**config.mk**
```make
export PLATFORM = sky130hd
export DESIGN_NAME = eprisc_sysx_slave
export DESIGN_NICKNAME = d
export VERILOG_FILES = /design/src/rtl/eprisc_sysx_slave.sv
export SDC_FILE = /design/constraint.sdc
export NUM_CORES = 1
export LEC_CHECK = 0
export ABC_AREA = 0
export CAP_MARGIN = 20
export CORE_UTILIZATION = 50
export CTS_CLUSTER_SIZE = 12
export DETAILED_ROUTE_END_ITERATION = 7
export PLACE_DENSITY = 0.75
export SLEW_MARGIN = 20
export SYNTH_ARGS = -nofsm -noshare
export SYNTH_HDL_FRONTEND = slang
export SYNTH_SLANG_ARGS = --single-unit
export TNS_END_PERCENT = 5
```
**constraint.sdc**
```tcl
create_clock -name iBoardClock -period 10.3 [get_ports iBoardClock]
set_input_delay 1.545 -clock iBoardClock [delete_from_list [all_inputs] [get_ports iBoardClock]]
set_output_delay 1.545 -clock iBoardClock [all_outputs]
set_load 0.05 [all_outputs]
```
**src/rtl/eprisc_sysx_slave.sv**
```systemverilog
// sysX bus responder: oversampled bus decode to a 32-bit register strobe port.
// Define SYSX_SLAVE_AUTOINC_EN for burst transfers with address auto-increment.
module eprisc_sysx_slave #(
    parameter int pDeviceID   = 1,
    parameter int pSyncStages = 2
) (
    input  logic        iBoardClock,
    input  logic        iBoardReset,
    input  logic        iBusClock,
    input  logic [1:0]  iBusSelect,
    input  logic [7:0]  iBusMOSI,
    output logic [7:0]  oBusMISO,
    output logic        oBusMISOEnable,
    output logic        oBusInterrupt,
    output logic [6:0]  oRegAddress,
    output logic [31:0] oRegWriteData,
    output logic        oRegWrite,
    output logic        oRegRead,
    input  logic [31:0] iRegReadData,
    input  logic        iDevInterrupt
);

`ifdef SYSX_SLAVE_AUTOINC_EN
    localparam bit cAutoInc = 1'b1;
`else
    localparam bit cAutoInc = 1'b0;
`endif

    typedef enum logic [2:0] {
        sIdle,
        sCmd,
        sRdReq,
        sRdCap,
        sRData,
        sWData,
        sWStrobe,
        sDone
    } state_t;

    state_t state;
    state_t stateNext;

    logic [pSyncStages-1:0]      clkSync;
    logic [pSyncStages-1:0][1:0] selSync;
    logic [pSyncStages-1:0][7:0] mosiSync;
    logic                        clkPrev;
    logic [1:0]                  byteCount;
    logic [31:0]                 rdShift;
    logic                        misoEn;

    logic       busClk;
    logic       rise;
    logic       fall;
    logic       selected;
    logic [7:0] mosi;
    logic       lastByte;

    assign busClk   = clkSync[pSyncStages-1];
    assign rise     = busClk & ~clkPrev;
    assign fall     = ~busClk & clkPrev;
    assign selected = (selSync[pSyncStages-1] == 2'(pDeviceID));
    assign mosi     = mosiSync[pSyncStages-1];
    assign lastByte = (byteCount == 2'd3);

    // Gate with selected so enable drops in the same cycle as the deselect.
    assign oBusMISOEnable = misoEn & selected;
    assign oRegRead       = (state == sRdReq);
    assign oRegWrite      = (state == sWStrobe);

    always_ff @(posedge iBoardClock or posedge iBoardReset) begin
        if (iBoardReset) begin
            clkSync  <= '0;
            selSync  <= '0;
            mosiSync <= '0;
            clkPrev  <= 1'b0;
        end else begin
            clkSync  <= {clkSync[pSyncStages-2:0], iBusClock};
            selSync  <= {selSync[pSyncStages-2:0], iBusSelect};
            mosiSync <= {mosiSync[pSyncStages-2:0], iBusMOSI};
            clkPrev  <= busClk;
        end
    end

    always_comb begin
        stateNext = state;
        unique case (state)
            sIdle:    if (selected) stateNext = sCmd;
            sCmd:     if (rise) stateNext = mosi[7] ? sWData : sRdReq;
            sRdReq:   stateNext = sRdCap;
            sRdCap:   stateNext = sRData;
            sRData:   if (rise && lastByte) stateNext = cAutoInc ? sRdReq : sDone;
            sWData:   if (rise && lastByte) stateNext = sWStrobe;
            sWStrobe: stateNext = cAutoInc ? sWData : sDone;
            sDone:    stateNext = sDone;
        endcase
        // Deselect overrides any edge seen in the same cycle.
        if (!selected) stateNext = sIdle;
    end

    always_ff @(posedge iBoardClock or posedge iBoardReset) begin
        if (iBoardReset) begin
            state         <= sIdle;
            byteCount     <= 2'd0;
            rdShift       <= '0;
            misoEn        <= 1'b0;
            oBusMISO      <= 8'h00;
            oBusInterrupt <= 1'b0;
            oRegAddress   <= 7'h00;
            oRegWriteData <= '0;
        end else begin
            state         <= stateNext;
            oBusInterrupt <= iDevInterrupt;
            if (!selected) begin
                byteCount <= 2'd0;
                misoEn    <= 1'b0;
                oBusMISO  <= 8'h00;
            end else begin
                case (state)
                    sCmd: begin
                        byteCount <= 2'd0;
                        if (rise) oRegAddress <= mosi[6:0];
                    end
                    sRdCap: rdShift <= iRegReadData;
                    sRData: begin
                        if (fall) begin
                            oBusMISO <= rdShift[31:24];
                            rdShift  <= {rdShift[23:0], 8'h00};
                            misoEn   <= 1'b1;
                        end
                        // Two-bit counter wraps to zero after the fourth byte.
                        if (rise) begin
                            byteCount <= byteCount + 2'd1;
                            if (cAutoInc && lastByte)
                                oRegAddress <= oRegAddress + 7'd1;
                        end
                    end
                    sWData: begin
                        if (rise) begin
                            oRegWriteData <= {oRegWriteData[23:0], mosi};
                            byteCount     <= byteCount + 2'd1;
                        end
                    end
                    sWStrobe: begin
                        if (cAutoInc) oRegAddress <= oRegAddress + 7'd1;
                    end
                    sDone: if (fall) oBusMISO <= 8'hFF;
                    default: ;
                endcase
            end
        end
    end

endmodule

```
==> summary.txt <==
Setup path
  – CP Data Required Time: 8.76 ns
  – WS Path Type: reg -> out
  – Worst R2R Start: state[2]$_DFFE_PP0P_
  – R2r endpoint: rdShift[6]$_DFFE_PP0P_
  – Crit path launch type: register
  – Crit path capture type: output pin
  – Crit path from: state[2]$_DFFE_PP0P_
  – Critical path arrival: 2.04 ns
  – Worst Path Max Fanout: 17
  – R2R Setup Slk: 7.88 ns
  – R2R depth: 5

STA
  – Clock skew: 0.0172 ns
  – Worst-Margin Slew: 1.00 ns
  – Fin crit share: 0.348
  – Slew Viols, Final: 0
  – Unrepaired setup endpoints after global routing: false
  – Fin crit period: 3.59 ns
  – Setup TNS: 0 ns
  – Final hold vios: 0
  – Max-slew headroom: 0.331
  – Final setup viols: 0
  – Max Fclk: 0.279 GHz
  – Hold_ws: 0.358 ns
  – Setup WS post-layout: 6.71 ns

Yosys
  – Primary FF master, synth: dfrtp_1
  – Syn_area_per_cell: 13.1 µm²
  – Number of flops mapped to enable cells by yosys: 0
  – Synth area leaders: dfrtp_1 63%, mux2_2 10%, mux2i_1 5.6%
  – Ys Warns: 0
  – Commonest cells in the netlist: 109 x dfrtp_1, 39 x mux2_2, 25 x nand3_1, 24 x mux2i_1, 24 x o21ai_1
  – Synth top area share: 0.633
  – Flops & latches, synth: 109
  – Synth area leader: dfrtp_1
  – Sequential area share after synthesis: 0.633
  – Top-count cell post-synth: dfrtp_1
  – Ys async rst share: 1.00
  – Post-synthesis cell count: 328
  – Syn Std Cell Area: 4310 µm²
  – Synth cell types: 37
  – Syn Nets: 375

Power
  – Pwr Total: 0.826 mW
  – PwrDens: 149 nW/µm²
  – Peak VDD IR: 78.7 µV
  – P_leak: 2.46 nW

Placement
  – Pre-CTS setup slack: 7.06 ns
  – Routability cong.: 0.797
  – PortBufs: 96
  – Post-DP Area: 5310 µm²
  – DP HPWL: 5.62 mm
  – Cells after DPL: 507

Clock tree
  – Hold_buf cts: 0
  – Max clock buf depth: 2
  – Clk root buf: clkbuf_8
  – H-tree depth: 3
  – Post-CTS Setup Inserts: 0
  – Post-CTS Resized: 0
  – CTS tree: yes
  – CTS sink cnt: 109
  – Clk Latency, worst-skew pair: 0.36 ns
  – Clk slew on worst S/H paths: 0.10 ns
  – CTS Buf Count: 9

Layout
  – Post-layout util: 0.670
  – Antenna cells: 0
  – Layout Nets: 461
  – Final instance area: 5560 µm²
  – P&R area growth vs syn: 28.9%
  – Share of layout cells above drive strength 1: 0.155
  – Non-Filler Instances: 524

Floorplanning
  – Site Rows: 33
  – Initial Util: 0.519
  – IO Pins: 97
  – Core ar.: 8300 µm²
  – Die span in y: 94.9 µm
  – Die Wd: 94.9 µm
  – Full die area: 9000 µm²

Global routing
  – Vias in the first global route: 2763
  – Largest net degree at the start of global routing: 61
  – First-pass GRT wire length: 13.6 mm
  – Total grt overflow: 0
  – All-Layer GR Usage: 0.198
  – Initial antenna violation count: 0

Routing
  – Starting DRT DRC Count: 133
  – Vias per cell: 5.32
  – Drt pass-1 iters: 4
  – DRC Markers: 0
  – Via count: 2786
  – Routed WL: 8.06 mm
  – Final ANT Viol Nets: 0
  – Routed WL per cell: 15.4 µm

Job
  – Max_cap viols: 0

Min path
  – WHS Path Cells: 0
  – WHS Endpoint: clkSync[1]$_DFF_PP0_
  – Worst Hold Class: reg -> reg
  – Hold_sp: clkSync[0]$_DFF_PP0_

Run status
  – Status: completed
## cell usage in the layout (no fill, tap or decap), types with 2 or more instances in the layout
cell	count
nor2b_1	3
a211oi_1	8
o21ai_0	2
nand2b_1	5
and2_1	2
nand2_1	5
bufinv_16	2
buf_4	2
a21oi_1	6
inv_8	2
a22o_1	8
clkbuf_8	10
clkdlybuf4s50_1	96
and2b_1	3
dfrtp_1	109
mux2_2	39
inv_6	2
and3_1	3
nor2_1	23
mux2i_1	24
o21ai_1	24
nand3_1	25
## area by class of cell
type | count | area, µm²
timing repair buffer | 99 | 991
sequential | 109 | 2730
clock inverter | 6 | 100
tap | 105 | 131
multi-input combinational | 194 | 1460
clock buffer | 10 | 138
fill | 630 | 2740
inverter | 1 | 6.26
## critical path, cell delays in order (launching register included)
cell and delay [ns]:
dfrtp_1 0.57, nor2_1 0.19, and2_1 0.14, clkdlybuf4s50_1 0.80
## cell families (layout without fill, tap and decap cells)
logic type,after synthesis,after routing,share of synthesized area
flops,109,109,0.633
simple gates,75,75,0.0964
fa+ha+maj,1,1,0.00290
xor+xnor,1,1,0.00203
compound gates,53,53,0.0766
mux,64,64,0.160
buf+inv,25,116,0.0290
## sequential cells by signal (all words and copies together) (netlist names), 2 cells and up
name and cells:
state 3, selSync 4, rdShift 32, mosi 8
byteCount 2, clkSync 2, oRegAddress 7, oRegWriteData 32
mosiSync 8, oBusMISO 8
## layer usage
metal  share of wire  track usage  up-vias  wire [µm]
met3           0.059       0.0564        4        473
met1            0.46        0.274     1374       3740
met5               0            0        -          0
met2            0.47        0.304       82       3810
met4          0.0046       0.0568        0         37
li1                -            -     1326          -
## where the power goes
| part | switching (mW) | leakage (nW) | internal [mW] |
|---|---|---|---|
| Combinational | 0.0433 | 1.00 | 0.0354 |
| Clock | 0.147 | 0.121 | 0.149 |
| Sequential | 0.00872 | 1.34 | 0.443 |
## worst max-delay path by stage
stage                                     to  slack (ns)  cells after the start
finish                              oRegRead        6.71                      3
floorplan           byteCount[0]$_DFFE_PP0P_        5.88                      1
detailed placement  byteCount[0]$_DFFE_PP0P_        7.06                      3
global route                        oRegRead        6.59                      3
CTS                                 oRegRead        6.70                      3
global placement    byteCount[0]$_DFFE_PP0P_        7.09                      3
(Power assumes the default switching activity.)
